## src/rtl/ram_wr_pkg.sv

```systemverilog
// -----------------------------------------------------------------------------
// ram_wr_pkg
// Shared definitions for the interleaver table RAM write controller:
//   - default word/address widths and bank count
//   - FSM state encoding shared by the controller and anyone decoding it
// No ports (package).
// -----------------------------------------------------------------------------
package ram_wr_pkg;

  localparam int D_WIDTH_DEF = 16;  // table word width
  localparam int A_WIDTH_DEF = 10;  // bank address width (depth 2**A_WIDTH)
  localparam int N_BANK_DEF  = 4;   // number of RAM banks

  typedef enum logic [2:0] {
    ST_IDLE   = 3'd0,
    ST_FILL   = 3'd1,
    ST_GAP    = 3'd2,
    ST_VERIFY = 3'd3,
    ST_VWAIT  = 3'd4,
    ST_DONE   = 3'd5
  } state_e;

endpackage

```

## src/rtl/ram_wr_ctrl_if.sv

```systemverilog
// -----------------------------------------------------------------------------
// ram_wr_ctrl_if
// Valid/ready stream carrying table words from the table source into the
// write controller.
//   s_valid : source word valid        (master -> slave)
//   s_data  : source word, D_WIDTH     (master -> slave)
//   s_ready : controller accepts word  (slave -> master)
// Modports: master = table source, slave = ram_wr_ctrl.
// -----------------------------------------------------------------------------
interface ram_wr_ctrl_if
  import ram_wr_pkg::*;
#(
  parameter int D_WIDTH = D_WIDTH_DEF
);

  logic               s_valid;
  logic [D_WIDTH-1:0] s_data;
  logic               s_ready;

  modport master (output s_valid, output s_data, input s_ready);
  modport slave  (input s_valid, input s_data, output s_ready);

endinterface

```

## src/rtl/ram_wr_verify.sv

```systemverilog
// -----------------------------------------------------------------------------
// ram_wr_verify
// Read-back helper for ram_wr_ctrl: sequences read addresses 0..len-1, sums
// the written words (wsum) and the read-back words (rsum) and flags a
// mismatch on request.
// Ports:
//   clk, n_rst        : clock, asynchronous active-low reset
//   clr               : accepted start; clears sums, err and the sequencer
//   wr_fire, wr_data  : accepted source word, added to wsum
//   seq_go            : launch the read sequence (issues address 0 next cycle)
//   len               : number of addresses to read (already clamped)
//   rdata             : RAM read data, valid one cycle after ren
//   cmp               : final read-data cycle; register err = (wsum != rsum)
//   seq_last          : the read currently issued is the last one
//   ren, raddr        : registered read enable / address
//   err               : registered, sticky mismatch flag
// -----------------------------------------------------------------------------
module ram_wr_verify
  import ram_wr_pkg::*;
#(
  parameter int D_WIDTH = D_WIDTH_DEF,
  parameter int A_WIDTH = A_WIDTH_DEF
) (
  input  logic               clk,
  input  logic               n_rst,
  input  logic               clr,
  input  logic               wr_fire,
  input  logic [D_WIDTH-1:0] wr_data,
  input  logic               seq_go,
  input  logic [A_WIDTH:0]   len,
  input  logic [D_WIDTH-1:0] rdata,
  input  logic               cmp,
  output logic               seq_last,
  output logic               ren,
  output logic [A_WIDTH-1:0] raddr,
  output logic               err
);

  localparam logic [A_WIDTH:0] ONE = {{A_WIDTH{1'b0}}, 1'b1};

  logic               ren_q, ren_d;
  logic [A_WIDTH-1:0] raddr_q, raddr_d;
  logic [A_WIDTH:0]   vcnt_q, vcnt_d;      // addresses issued so far
  logic               rd_pend_q, rd_pend_d; // rdata carries a valid word this cycle
  logic [D_WIDTH-1:0] wsum_q, wsum_d;
  logic [D_WIDTH-1:0] rsum_q, rsum_d;
  logic               err_q, err_d;

  assign seq_last = ren_q && (vcnt_q == len);

  always_comb begin
    ren_d     = ren_q;
    raddr_d   = raddr_q;
    vcnt_d    = vcnt_q;
    rd_pend_d = ren_q;
    wsum_d    = wsum_q;
    rsum_d    = rsum_q;
    err_d     = err_q;

    if (wr_fire) wsum_d = wsum_q + wr_data;
    if (rd_pend_q) rsum_d = rsum_q + rdata;

    if (seq_go) begin
      ren_d   = 1'b1;
      raddr_d = '0;
      vcnt_d  = ONE;
    end else if (ren_q) begin
      if (seq_last) begin
        ren_d = 1'b0;
      end else begin
        raddr_d = vcnt_q[A_WIDTH-1:0];
        vcnt_d  = vcnt_q + ONE;
      end
    end

    // The last read word is still on rdata during cmp, so fold it in here
    // rather than waiting for rsum_q to catch up.
    if (cmp) err_d = (wsum_q != (rsum_q + rdata));

    if (clr) begin
      ren_d     = 1'b0;
      rd_pend_d = 1'b0;
      wsum_d    = '0;
      rsum_d    = '0;
      err_d     = 1'b0;
    end
  end

  always_ff @(posedge clk or negedge n_rst) begin
    if (!n_rst) begin
      ren_q     <= 1'b0;
      raddr_q   <= '0;
      vcnt_q    <= '0;
      rd_pend_q <= 1'b0;
      wsum_q    <= '0;
      rsum_q    <= '0;
      err_q     <= 1'b0;
    end else begin
      ren_q     <= ren_d;
      raddr_q   <= raddr_d;
      vcnt_q    <= vcnt_d;
      rd_pend_q <= rd_pend_d;
      wsum_q    <= wsum_d;
      rsum_q    <= rsum_d;
      err_q     <= err_d;
    end
  end

  assign ren   = ren_q;
  assign raddr = raddr_q;
  assign err   = err_q;

endmodule

```

## src/rtl/ram_wr_ctrl.sv

```systemverilog
// -----------------------------------------------------------------------------
// ram_wr_ctrl
// Write-side controller for the interleaver table RAM banks. Accepts len
// table words over a valid/ready stream and writes them to addresses
// 0..len-1 of the selected bank, then pulses done for one cycle.
// Optional read-back pass (macro RAM_WR_READBACK_EN) re-reads the bank and
// sets err when the read-back sum differs from the written sum.
// Ports:
//   clk, n_rst   : clock, asynchronous active-low reset
//   start        : fill request, sampled only in IDLE
//   bank, len    : target bank / word count, latched on accepted start
//   s_if (slave) : s_valid / s_data / s_ready source stream
//   wen          : one-hot bank write enable (N_BANK wide)
//   waddr, wdata : write address / data
//   ren, raddr   : read-back enable / address (0 without read-back)
//   rdata        : read-back data, valid one cycle after ren
//   busy         : high in every state except IDLE
//   done         : one-cycle completion pulse
//   err          : read-back mismatch, sticky until the next accepted start
// All outputs are registered.
// -----------------------------------------------------------------------------
module ram_wr_ctrl
  import ram_wr_pkg::*;
#(
  parameter int D_WIDTH = D_WIDTH_DEF,
  parameter int A_WIDTH = A_WIDTH_DEF,
  parameter int N_BANK  = N_BANK_DEF
) (
  input  logic               clk,
  input  logic               n_rst,
  input  logic               start,
  input  logic [1:0]         bank,
  input  logic [A_WIDTH:0]   len,
  ram_wr_ctrl_if.slave       s_if,
  output logic [N_BANK-1:0]  wen,
  output logic [A_WIDTH-1:0] waddr,
  output logic [D_WIDTH-1:0] wdata,
  output logic               ren,
  output logic [A_WIDTH-1:0] raddr,
  input  logic [D_WIDTH-1:0] rdata,
  output logic               busy,
  output logic               done,
  output logic               err
);

  localparam logic [A_WIDTH:0]  DEPTH   = {1'b1, {A_WIDTH{1'b0}}};
  localparam logic [A_WIDTH:0]  ONE     = {{A_WIDTH{1'b0}}, 1'b1};
  localparam logic [N_BANK-1:0] WEN_ONE = {{(N_BANK-1){1'b0}}, 1'b1};

  state_e             state_q, state_d;
  logic [1:0]         bank_q, bank_d;
  logic [A_WIDTH:0]   len_q, len_d;
  logic [A_WIDTH:0]   count_q, count_d;   // one bit wider so len == DEPTH fits
  logic               s_ready_q, s_ready_d;
  logic [N_BANK-1:0]  wen_q, wen_d;
  logic [A_WIDTH-1:0] waddr_q, waddr_d;
  logic [D_WIDTH-1:0] wdata_q, wdata_d;
  logic               busy_q, busy_d;
  logic               done_q, done_d;

  logic [A_WIDTH:0]   len_clamp;
  logic               wr_fire;

  assign len_clamp = (len > DEPTH) ? DEPTH : len;
  assign wr_fire   = (state_q == ST_FILL) && s_if.s_valid && s_ready_q;

`ifdef RAM_WR_READBACK_EN
  logic seq_last;
  logic clr;
  logic seq_go;
  logic cmp;

  assign clr    = (state_q == ST_IDLE) && start;
  assign seq_go = (state_q == ST_GAP);
  assign cmp    = (state_q == ST_VWAIT);

  ram_wr_verify #(
    .D_WIDTH (D_WIDTH),
    .A_WIDTH (A_WIDTH)
  ) u_verify (
    .clk      (clk),
    .n_rst    (n_rst),
    .clr      (clr),
    .wr_fire  (wr_fire),
    .wr_data  (s_if.s_data),
    .seq_go   (seq_go),
    .len      (len_q),
    .rdata    (rdata),
    .cmp      (cmp),
    .seq_last (seq_last),
    .ren      (ren),
    .raddr    (raddr),
    .err      (err)
  );
`else
  logic unused_rdata;

  assign unused_rdata = ^rdata;
  assign ren          = 1'b0;
  assign raddr        = '0;
  assign err          = 1'b0;
`endif

  always_comb begin
    state_d   = state_q;
    bank_d    = bank_q;
    len_d     = len_q;
    count_d   = count_q;
    s_ready_d = 1'b0;
    wen_d     = '0;
    waddr_d   = waddr_q;
    wdata_d   = wdata_q;
    busy_d    = busy_q;
    done_d    = 1'b0;

    case (state_q)
      ST_IDLE: begin
        if (start) begin
          bank_d  = bank;
          len_d   = len_clamp;
          count_d = '0;
          busy_d  = 1'b1;
          if (len_clamp == '0) begin
            state_d = ST_DONE;
            done_d  = 1'b1;
          end else begin
            state_d   = ST_FILL;
            s_ready_d = 1'b1;
          end
        end
      end

      ST_FILL: begin
        s_ready_d = 1'b1;
        if (wr_fire) begin
          wen_d   = WEN_ONE << bank_q;
          waddr_d = count_q[A_WIDTH-1:0];
          wdata_d = s_if.s_data;
          count_d = count_q + ONE;
          if (count_q == len_q - ONE) begin
            // Drop ready together with the state change so no extra word
            // can be accepted in the cycle after the last one.
            s_ready_d = 1'b0;
`ifdef RAM_WR_READBACK_EN
            state_d   = ST_GAP;
`else
            state_d   = ST_DONE;
            done_d    = 1'b1;
`endif
          end
        end
      end

`ifdef RAM_WR_READBACK_EN
      // The last write lands during GAP; the sequencer issues address 0
      // on the following cycle.
      ST_GAP: state_d = ST_VERIFY;

      ST_VERIFY: begin
        if (seq_last) state_d = ST_VWAIT;
      end

      ST_VWAIT: begin
        state_d = ST_DONE;
        done_d  = 1'b1;
      end
`endif

      ST_DONE: begin
        state_d = ST_IDLE;
        busy_d  = 1'b0;
      end

      default: begin
        state_d = ST_IDLE;
        busy_d  = 1'b0;
      end
    endcase
  end

  always_ff @(posedge clk or negedge n_rst) begin
    if (!n_rst) begin
      state_q   <= ST_IDLE;
      bank_q    <= '0;
      len_q     <= '0;
      count_q   <= '0;
      s_ready_q <= 1'b0;
      wen_q     <= '0;
      waddr_q   <= '0;
      wdata_q   <= '0;
      busy_q    <= 1'b0;
      done_q    <= 1'b0;
    end else begin
      state_q   <= state_d;
      bank_q    <= bank_d;
      len_q     <= len_d;
      count_q   <= count_d;
      s_ready_q <= s_ready_d;
      wen_q     <= wen_d;
      waddr_q   <= waddr_d;
      wdata_q   <= wdata_d;
      busy_q    <= busy_d;
      done_q    <= done_d;
    end
  end

  assign s_if.s_ready = s_ready_q;
  assign wen          = wen_q;
  assign waddr        = waddr_q;
  assign wdata        = wdata_q;
  assign busy         = busy_q;
  assign done         = done_q;

endmodule
```

## src/flat_wrapper.sv

```systemverilog
// flat-port wrapper written by rule: the top's interface ports become plain ports
module ram_wr_ctrl_flat import ram_wr_pkg::*;
#(
  parameter int D_WIDTH = D_WIDTH_DEF,
  parameter int A_WIDTH = A_WIDTH_DEF,
  parameter int N_BANK  = N_BANK_DEF
)
  (clk, n_rst, start, bank, len, wen, waddr, wdata, ren, raddr, rdata, busy, done, err, s_if_s_valid, s_if_s_data, s_if_s_ready);
  ram_wr_ctrl_if #(.D_WIDTH(D_WIDTH)) s_if_i ();
  input  logic clk;
  input  logic n_rst;
  input  logic start;
  input  logic [1:0] bank;
  input  logic [A_WIDTH:0] len;
  output logic [N_BANK-1:0] wen;
  output logic [A_WIDTH-1:0] waddr;
  output logic [D_WIDTH-1:0] wdata;
  output logic ren;
  output logic [A_WIDTH-1:0] raddr;
  input  logic [D_WIDTH-1:0] rdata;
  output logic busy;
  output logic done;
  output logic err;
  input wire logic [$bits(s_if_i.s_valid)-1:0] s_if_s_valid;
  input wire logic [$bits(s_if_i.s_data)-1:0] s_if_s_data;
  output wire logic [$bits(s_if_i.s_ready)-1:0] s_if_s_ready;
  assign s_if_i.s_valid = s_if_s_valid;
  assign s_if_i.s_data = s_if_s_data;
  assign s_if_s_ready = s_if_i.s_ready;
  ram_wr_ctrl #(.D_WIDTH(D_WIDTH), .A_WIDTH(A_WIDTH), .N_BANK(N_BANK)) u_core (.clk(clk), .n_rst(n_rst), .start(start), .bank(bank), .len(len), .s_if(s_if_i), .wen(wen), .waddr(waddr), .wdata(wdata), .ren(ren), .raddr(raddr), .rdata(rdata), .busy(busy), .done(done), .err(err));
endmodule
```

## config.mk

```make
export PLATFORM = sky130hd
export DESIGN_NAME = ram_wr_ctrl_flat
export DESIGN_NICKNAME = d
export VERILOG_FILES = /design/src/rtl/ram_wr_pkg.sv /design/src/rtl/ram_wr_ctrl_if.sv /design/src/rtl/ram_wr_verify.sv /design/src/rtl/ram_wr_ctrl.sv /design/src/flat_wrapper.sv
export SDC_FILE = /design/constraint.sdc
export NUM_CORES = 1
export LEC_CHECK = 0
export CORE_AREA = 2 2 83 85
export DETAILED_ROUTE_END_ITERATION = 10
export DIE_AREA = 0 0 85 87
export GPL_TIMING_DRIVEN = 0
export PLACE_DENSITY = 0.78
export RECOVER_POWER = 25
export SLEW_MARGIN = 20
export SYNTH_ARGS = -nofsm -noshare
export SYNTH_HDL_FRONTEND = slang
export SYNTH_SLANG_ARGS = --single-unit
```

## constraint.sdc

```tcl
create_clock -name clk -period 2.7 [get_ports clk]
set_input_delay 0.54 -clock clk [delete_from_list [all_inputs] [get_ports clk]]
set_output_delay 0.54 -clock clk [all_outputs]
set_load 0.02 [all_outputs]
```

Word-level counts from Yosys, hierarchy flattened
Index checks and enable logic that the tools add are counted.
{"block": "totals", "input_bits": 49, "out_inout_bits": 45, "word_cells": 53, "ff_bits": 60}
{"block": "op_classes", "order_cmp": 1, "muxes": 23, "bitwise_logic": 1, "n_reduce_logical": 10, "n_shift": 1, "addsub": 2, "n_eq_ne": 5}
{"op": "$mux W11", "count": 3}
{"op": "$pmux W11 S2", "count": 1}
{"op": "$mux W3", "count": 4}
{"op": "$add A11 B1 Y11 const B", "count": 1}
{"op": "$eq A11 B11 Y1", "count": 1}
{"op": "$gt A11 B11 Y1 const B", "count": 1}
{"op": "$logic_not A11 Y1", "count": 1}
{"op": "$sub A11 B1 Y11 const B", "count": 1}
{"op": "$mux W1", "count": 9}
{"op": "$mux W4", "count": 2}
{"op": "$pmux W1 S2", "count": 3}
{"op": "$pmux W3 S2", "count": 1}
{"op": "$reduce_and A2 Y1", "count": 3}
{"op": "$reduce_and A3 Y1", "count": 2}
{"op": "$ne A2 B2 Y1 const B", "count": 2}
{"op": "$shl A1 B2 Y4 const A", "count": 1}
{"op": "$eq A3 B1 Y1 const B", "count": 1}
{"op": "$logic_not A3 Y1", "count": 1}
{"op": "$logic_and A1 B1 Y1", "count": 2}
{"op": "$ne A2 B1 Y1 const B", "count": 1}
{"op": "$reduce_bool A2 Y1", "count": 1}
{"op": "$not A1 Y1", "count": 1}

Logic depth before layout (Yosys ltp)
Gate-level depths: netlist of run 1.
{"block": "logic_depth", "depth_word": 6, "mapped_depth": 9, "mapped_depth_nobuf": 8}

Worst setup path before layout of run 1
Ideal clock, no wire load.
{"block": "synth_path", "path_type": "flip-flop to flip-flop", "from": "register u_core.len_q[0]", "to": "register u_core.s_ready_q (netlist: u_core.s_if.s_ready)", "synth_period_minus_slack_ns": 2.070, "setup_slack_ns": 0.630, "setup_time_ns": 0.121, "stages_incl_launch_ff": 10, "required_ns": 2.579, "arrival_ns": 1.949, "path_cell_list": "dfrtp_1 inv_1 ha_1 clkbuf_2 or4b_4 nor4_1 a211oi_1 nand2_1 nand4_1 a22o_1"}
{"block": "synth_via", "elab_chain_len": 5}
{"element": "from (decl)", "line": "ram_wr_ctrl.sv:52", "rtl": "logic [A_WIDTH:0] len_q, len_d;"}
{"element": "from (signal assigned)", "line": "ram_wr_ctrl.sv:196", "rtl": "len_q <= len_d;"}
{"element": "$sub A11 B1 Y11", "line": "ram_wr_ctrl.sv:140", "rtl": "if (count_q == len_q - ONE) begin"}
{"element": "$eq A11 B11 Y1", "line": "ram_wr_ctrl.sv:140"}
{"element": "$mux W1", "line": "ram_wr_ctrl.sv:140"}
{"element": "$mux W1", "line": "ram_wr_ctrl.sv:135", "rtl": "if (wr_fire) begin"}
{"element": "$pmux W1 S2", "line": "ram_wr_ctrl.sv:116", "rtl": "case (state_q)"}
{"element": "via u_core.s_ready_d", "line": "ram_wr_ctrl.sv:54", "rtl": "logic s_ready_q, s_ready_d;"}
{"element": "to (signal assigned)", "line": "ram_wr_ctrl.sv:198", "rtl": "s_ready_q <= s_ready_d;"}
{"element": "to (decl)", "line": "ram_wr_ctrl.sv:54"}
The timed path passes the listed nets, and every way through them passes these cells.
A chain may end at the register's enable or synchronous reset.

Worst setup path after layout of run 1
Same ends and word-level chain as after synthesis.

==> results.ini, run 1 <==
[outcome]
status = completed

[global_route]
grt_use_total_pct = 18.2
grt_pass1_wl_mm = 10.6
grt.overflow.total = 0
grt_antenna_before_repair = 0
grt_pass1_vias = 2364
grt_start_max_net_pins = 60

[yosys]
synth_top_family_by_area = simple AND/OR/NAND/NOR gates
synth_cells = 327
muxShareOfSynthArea_pct = 0.731
syn_area_um2 = 2910
yosys_warnings = 0
synthAdderAreaFrac_pct = 0.861
seq_area_frac_synth_pct = 50.8
ys_async_sr_fraction_pct = 100
synth_flop_cell = dfrtp_1
synth-edff-count = 0
synth_simple_gate_area_share_pct = 29.6
synth-seq-cells = 59
synth-compound-area-share_pct = 7.57
synth.avg_cell_area_um2 = 8.89
synth_cell_types = 50
synth_xor_area_share_pct = 4.52

[die]
ios = 94
core-area_um2 = 6570
die_h_um = 87
die_x_um = 85
dieArea_um2 = 7400
rows = 30
start_util_pct = 44.3

[cts]
cts.sink_count = 59
hold_buffers = 0
cts_setup_buffers = 0
cts_resized = 0
htreeDepth = 3
cts-root-buf = clkbuf_8
clk_pin_slew_worst_paths_ns = 0.07
cts_buffers = 9
cts_tree = built
cts.path.max_buffers = 2
clkLatencyLatePin_ns = 0.34

[power_and_ir_drop]
power.leakage_nw = 1.85
p_per_area_nw_per_um2 = 997
p_seq_share_pct = 36.1
clkPwrFrac_pct = 25.7
p_switching_mw = 1.44
p_sw_share_pct = 36.5
internal_power_mw = 2.50
peakVddDrop_mv = 0.548
power_frac_comb_pct = 38.2

[sta]
worst_pin_slew_ns = 1.42
clock_skew_ns = 0.0112
hold_violations = 0
finalCritPeriodShare_pct = 87.8
holdWs_ns = 0.471
period_needed_ns = 2.37
finalMaxSlewViolations = 0
setup_violations = 0
grt_setup_unrepaired = no
tns_ns = 0
max_freq_mhz = 422
slew_headroom_pct = 5.17
setup_slack_ns = 0.329

[finish]
fillers = 585
diodes = 0
syn_to_final_growth_pct = 35.6
drive_gt1_share_pct = 10.0
seqCellArea_um2 = 1480
multi_input_area_um2 = 1310
final_nets = 465
fin_util_pct = 60.0

[worst_hold_path]
min_from = u_core.waddr[7]
min-delay-path-class = flop to flop
hold_depth = 2
hold_end = u_core.waddr[7]

[place]
pre_cts_ws_ns = 0.0431
gp_congestion = 0.842
numPortBuffers = 65
dp.final_hpwl_mm = 4.51

[worst_setup_path]
crit_required_ns = 2.93
end_kind = flop
rr_startpoint = u_core.len_q[0]
cp-start-kind = flop
crit_type = flop to flop
crit_fanout = 8
critPathArrivalTime_ns = 2.60
r2r_cells = 9
timing.reg2reg.setup_slack_ns = 0.33
reg2reg_to = u_core.s_if.s_ready

[route]
postRouteAntennaNets = 0
drc = 0
wl_mm = 6.29
drt_first_pass_iters = 4
first_iter_violations = 106
wl_per_cell_um = 12.6
viasPerCell = 4.87
num_vias = 2428

[flow_run]
cap_violations = 0

-- how the worst max path moves through the flow --
stage | start | end | slack (ns) | cells past startpoint
after global placement | n_rst | u_core.done | -0.69 | 1
after detailed placement | s_if_s_valid | u_core.s_if.s_ready | 0.04 | 8
after CTS | u_core.len_q[0] | u_core.s_if.s_ready | 0.34 | 9
after global routing | u_core.len_q[0] | u_core.done | 0.13 | 9
final | u_core.len_q[0] | u_core.s_if.s_ready | 0.33 | 9
after floorplan | u_core.len_q[0] | u_core.s_if.s_ready | 0.63 | 9
-- flip-flops by register name (all words and copies together), names as in the netlist, 2 cells and up --
signal,count
u_core.count_q,11
u_core.wdata,16
u_core.state_q,2
u_core.bank_q,2
u_core.waddr,10
u_core.wen,4
u_core.len_q,11
-- stage by stage --
step,instance area (µm²),total power [mW],cells
2_1_floorplan,2950,2.38,338
3_3_place_gp,3700,2.89,483
3_5_place_dp,3700,2.95,483
4_1_cts,3950,3.96,499
5_1_grt,3940,4.21,499
6_report,3940,3.93,499
-- worst max-delay path: stages (launching register included) --
cell,delay (ns)
dfrtp_1,0.43
inv_1,0.10
ha_1,0.14
clkbuf_2,0.20
or4b_4,0.50
nor4_1,0.29
a211oi_1,0.07
nand2_1,0.08
nand4_1,0.16
a22o_1,0.29
-- final cells by class --
class                   count  share of cell area, %
clock inverters             6                   2.82
clock buffers              10                   3.49
repair buffers             65                   16.4
multi-input cells         248                   33.1
plain buffers              28                   3.97
inverters                   3                  0.286
flip-flops and latches     59                   37.4
well taps                  80                   2.54
-- cells in the final DEF, fill, tap and decap left out, types with 3 or more instances in the layout --
cell	n
nand3b_1	8
dfrtp_1	59
clkdlybuf4s50_1	64
clkbuf_8	10
xor2_1	10
a21oi_1	6
nand2_1	117
clkbuf_1	12
inv_1	3
nand4_1	3
xnor2_1	5
conb_1	12
nor2_1	17
bufinv_16	3
or3_1	4
nor4_1	4
a22o_1	3
buf_4	13
o21ai_0	13
nand3_1	7
-- per-layer routing --
metal	wire, µm	track usage, %
met5	0	0
met4	79	7.94
met3	408	5.21
met2	2940	29.8
met1	2860	22.7
-- power groups by stage --
stage / logic [mW] / clock network [mW] / registers [mW]
2_1_floorplan: 0.823 / 0 / 1.55
3_3_place_gp: 1.47 / 0 / 1.41
3_5_place_dp: 1.52 / 0 / 1.43
4_1_cts: 1.52 / 1.02 / 1.42
5_1_grt: 1.68 / 1.06 / 1.47
6_report: 1.50 / 1.01 / 1.42
-- cell usage after synthesis, types with 2 or more instances --
cell      number  area, µm²
buf_4         13       97.6
nor2b_1        2       12.5
xnor2_1        5       43.8
nand3b_1       8       60.1
nand2_1      117        439
o21ai_0       13       65.1
nand2b_1       2       12.5
ha_1           2       25.0
xor2_1        10       87.6
nand4b_1       2       17.5
nor4_1         4       25.0
clkbuf_1      12       45.0
nor3b_1        2       15.0
and4b_1        2       20.0
and3_1         2       12.5
nor2_1        17       63.8
or3_1          4       25.0
and2_1         2       12.5
nand4_1        3       18.8
nor3_1         2       10.0
dfrtp_1       59       1480
a21oi_1        6       30.0
inv_1          3       11.3
a22o_1         3       26.3
nand3_1        7       35.0
-- cell families after synthesis --
| group | after synthesis |
|---|---|
| AND/OR/NAND/NOR | 184 |
| XOR/XNOR | 15 |
| adder cells (fa/ha/maj) | 2 |
| other | 1 |
| AO/OA/AOI/OAI | 33 |
| flip-flops | 59 |
| buffers and inverters | 31 |
| multiplexers | 2 |
No activity file was read; power rests on OpenSTA's default activity.
==> run 2, diff against run 1 <==
--- a/config.mk
+++ b/config.mk
@@ -5,13 +5,14 @@
 export SDC_FILE = /design/constraint.sdc
 export NUM_CORES = 1
 export LEC_CHECK = 0
+export CAP_MARGIN = 20
 export CORE_AREA = 2 2 83 85
 export DETAILED_ROUTE_END_ITERATION = 10
 export DIE_AREA = 0 0 85 87
-export GPL_TIMING_DRIVEN = 0
 export PLACE_DENSITY = 0.78
 export RECOVER_POWER = 25
 export SLEW_MARGIN = 20
 export SYNTH_ARGS = -nofsm -noshare
 export SYNTH_HDL_FRONTEND = slang
 export SYNTH_SLANG_ARGS = --single-unit
+export TNS_END_PERCENT = 100
==> results.ini, run 2 (synthesized netlist as in run 1, its figures left out) <==
[power_and_ir_drop]
power.leakage_nw = 1.76  ; -5.1%
p_per_area_nw_per_um2 = 972  ; -2.5%
peakVddDrop_mv = 0.531  ; -3.1%

[cts]
cts_setup_buffers = 0  ; unchanged
clkLatencyLatePin_ns = 0.33  ; about the same
clk_pin_slew_worst_paths_ns = 0.07  ; about the same
cts_resized = 0  ; unchanged
cts.path.max_buffers = 2  ; unchanged
cts-root-buf = clkbuf_8
htreeDepth = 3  ; unchanged
cts_buffers = 9  ; unchanged
hold_buffers = 0  ; unchanged
cts.sink_count = 59  ; unchanged
cts_tree = built

[route]
first_iter_violations = 99  ; -6.6%
postRouteAntennaNets = 0  ; unchanged
drc = 0  ; unchanged
wl_mm = 6.05  ; -3.8%
wl_per_cell_um = 12.7  ; +0.62%
num_vias = 2404  ; -0.99%
viasPerCell = 5.04  ; +3.6%
drt_first_pass_iters = 4  ; unchanged

[sta]
finalMaxSlewViolations = 0  ; unchanged
holdWs_ns = 0.471  ; +0.000316 ns
max_freq_mhz = 416  ; -1.3%
tns_ns = 0  ; unchanged
setup_violations = 0  ; unchanged
worst_pin_slew_ns = 1.43  ; +0.00834 ns
grt_setup_unrepaired = no
period_needed_ns = 2.40  ; +0.0309 ns
slew_headroom_pct = 4.61  ; -0.56 points
clock_skew_ns = 0.00440  ; -0.00679 ns
hold_violations = 0  ; unchanged
finalCritPeriodShare_pct = 88.9  ; +1.1 points

[finish]
final_nets = 443  ; -4.7%
final_cell_mix = nand2_1, clkdlybuf4s50_1, dfrtp_1
diodes = 0  ; unchanged
syn_to_final_growth_pct = 29.6
drive_gt1_share_pct = 7.81  ; -2.2 points
largest_reg_flops = 16  ; unchanged
stdcell_area_um2 = 3770  ; -4.4%
layout_commonest_cell = nand2_1
stdcell_count = 477  ; -4.4%

[worst_setup_path]
crit_family = simple AND/OR/NAND/NOR gates
timing.reg2reg.setup_slack_ns = 0.30  ; -0.03 ns
critPathArrivalTime_ns = 2.62  ; +0.02 ns
r2r_cells = 8  ; -1
cp_num_buf_inv = 1  ; -1
path_cells = inv_1 > ha_1 > or4b_4 > nor4_1 > a211oi_1 > nand2_1 > nand4_1 > a22o_1
crit_fanout = 8  ; unchanged
cp_slowest_stage_delay_ns = 0.52  ; +0.02 ns
crit_type = flop to flop
rr_startpoint = u_core.len_q[0]
crit_required_ns = 2.92  ; about the same
end_kind = flop
reg2reg_to = u_core.s_if.s_ready
cp-start-kind = flop
critPathSlowestCell = or4b_4

[global_route]
grt_pass1_vias = 2210  ; -6.5%
grt_antenna_before_repair = 0  ; unchanged
grt_use_total_pct = 17.1  ; -1.2 points
grt_pass1_wl_mm = 10.0  ; -5.9%
grt.overflow.total = 0  ; unchanged
grt_start_max_net_pins = 34  ; -43%

[place]
gp_congestion = 0.860  ; +2.1%
dp.final_hpwl_mm = 4.30  ; -4.6%
numPortBuffers = 65  ; unchanged
place_area_um2 = 3600  ; -2.6%
place_inst = 461  ; -4.6%

[worst_hold_path]
hold_end = u_core.waddr[7]
min-delay-path-class = flop to flop
hold_depth = 2  ; unchanged
min_from = u_core.waddr[7]

[die]
core-area_um2 = 6570  ; unchanged
ios = 94  ; unchanged
die_h_um = 87  ; unchanged
die_x_um = 85  ; unchanged
rows = 30  ; unchanged
start_util_pct = 44.3  ; unchanged
dieArea_um2 = 7400  ; unchanged

[outcome]
status = completed

[flow_run]
cap_violations = 0  ; unchanged

-- run 2: changes by cell type in the layout (fill, tap and decap cells not counted), sizes merged --
cell,previous run,this run
bufinv,3,1
clkinvlp,1,0
inv,4,3
clkbuf,24,13
clkinv,1,4
buf,15,5
dlygate4sd3,0,1
clkdlybuf4s50,64,63
-- run 2: final cells by class --
| class | count | area [µm²] |
|---|---|---|
| fill | 587 | 2800 |
| sequential | 59 | 1480 |
| multi-input combinational | 248 | 1310 |
| timing repair buffer | 71 | 687 |
| clock buffer | 11 | 131 |
| tap | 80 | 100 |
| clock inverter | 5 | 53.8 |
| inverter | 3 | 11.3 |
-- run 2: worst max path at each step --
stage	from	end	depth (start not counted)
floorplan	u_core.len_q[0]	u_core.s_if.s_ready	9
global placement	s_if_s_valid	u_core.s_if.s_ready	7
detailed placement	s_if_s_valid	u_core.s_if.s_ready	7
CTS	u_core.len_q[0]	u_core.s_if.s_ready	8
global route	n_rst	u_core.count_q[4]	2
finish	u_core.len_q[0]	u_core.s_if.s_ready	8
-- run 2: per-stage QoR --
| step | util [%] | worst slack, ns | power, mW |
|---|---|---|---|
| global placement | 54.8 | 0.274 | 2.85 |
| global route | 57.4 | 0.228 | 3.90 |
| finish | 57.4 | 0.299 | 3.66 |
| floorplan | - | 0.630 | 2.38 |
| detailed placement | 54.8 | 0.267 | 2.92 |
| CTS | 57.6 | 0.361 | 3.69 |
-- run 2: layer usage --
layer  vias to the layer above  wire (µm)  track usage, %
met1                      1142       2710            21.6
li1                       1187          -               -
met4                         0         53            6.49
met2                        69       2940            27.7
met3                         6        347            5.12
met5                         -          0               0
-- run 2: where the power goes --
| group | internal [mW] | total, mW | switching (mW) |
|---|---|---|---|
| Combinational | 0.686 | 1.46 | 0.771 |
| Clock | 0.423 | 0.764 | 0.341 |
| Sequential | 1.15 | 1.44 | 0.292 |
| Total | 2.26 | 3.66 | 1.40 |
-- run 2: worst reg2reg max path, delay by kind of cell, from the launching register on --
kind,cells,cell delay [ns]
and+or+nand+nor,4,1.09
DFF,1,0.43
AOI/OAI and AO/OA,2,0.34
adders and majority gates,1,0.32
buffers and inverters,1,0.10
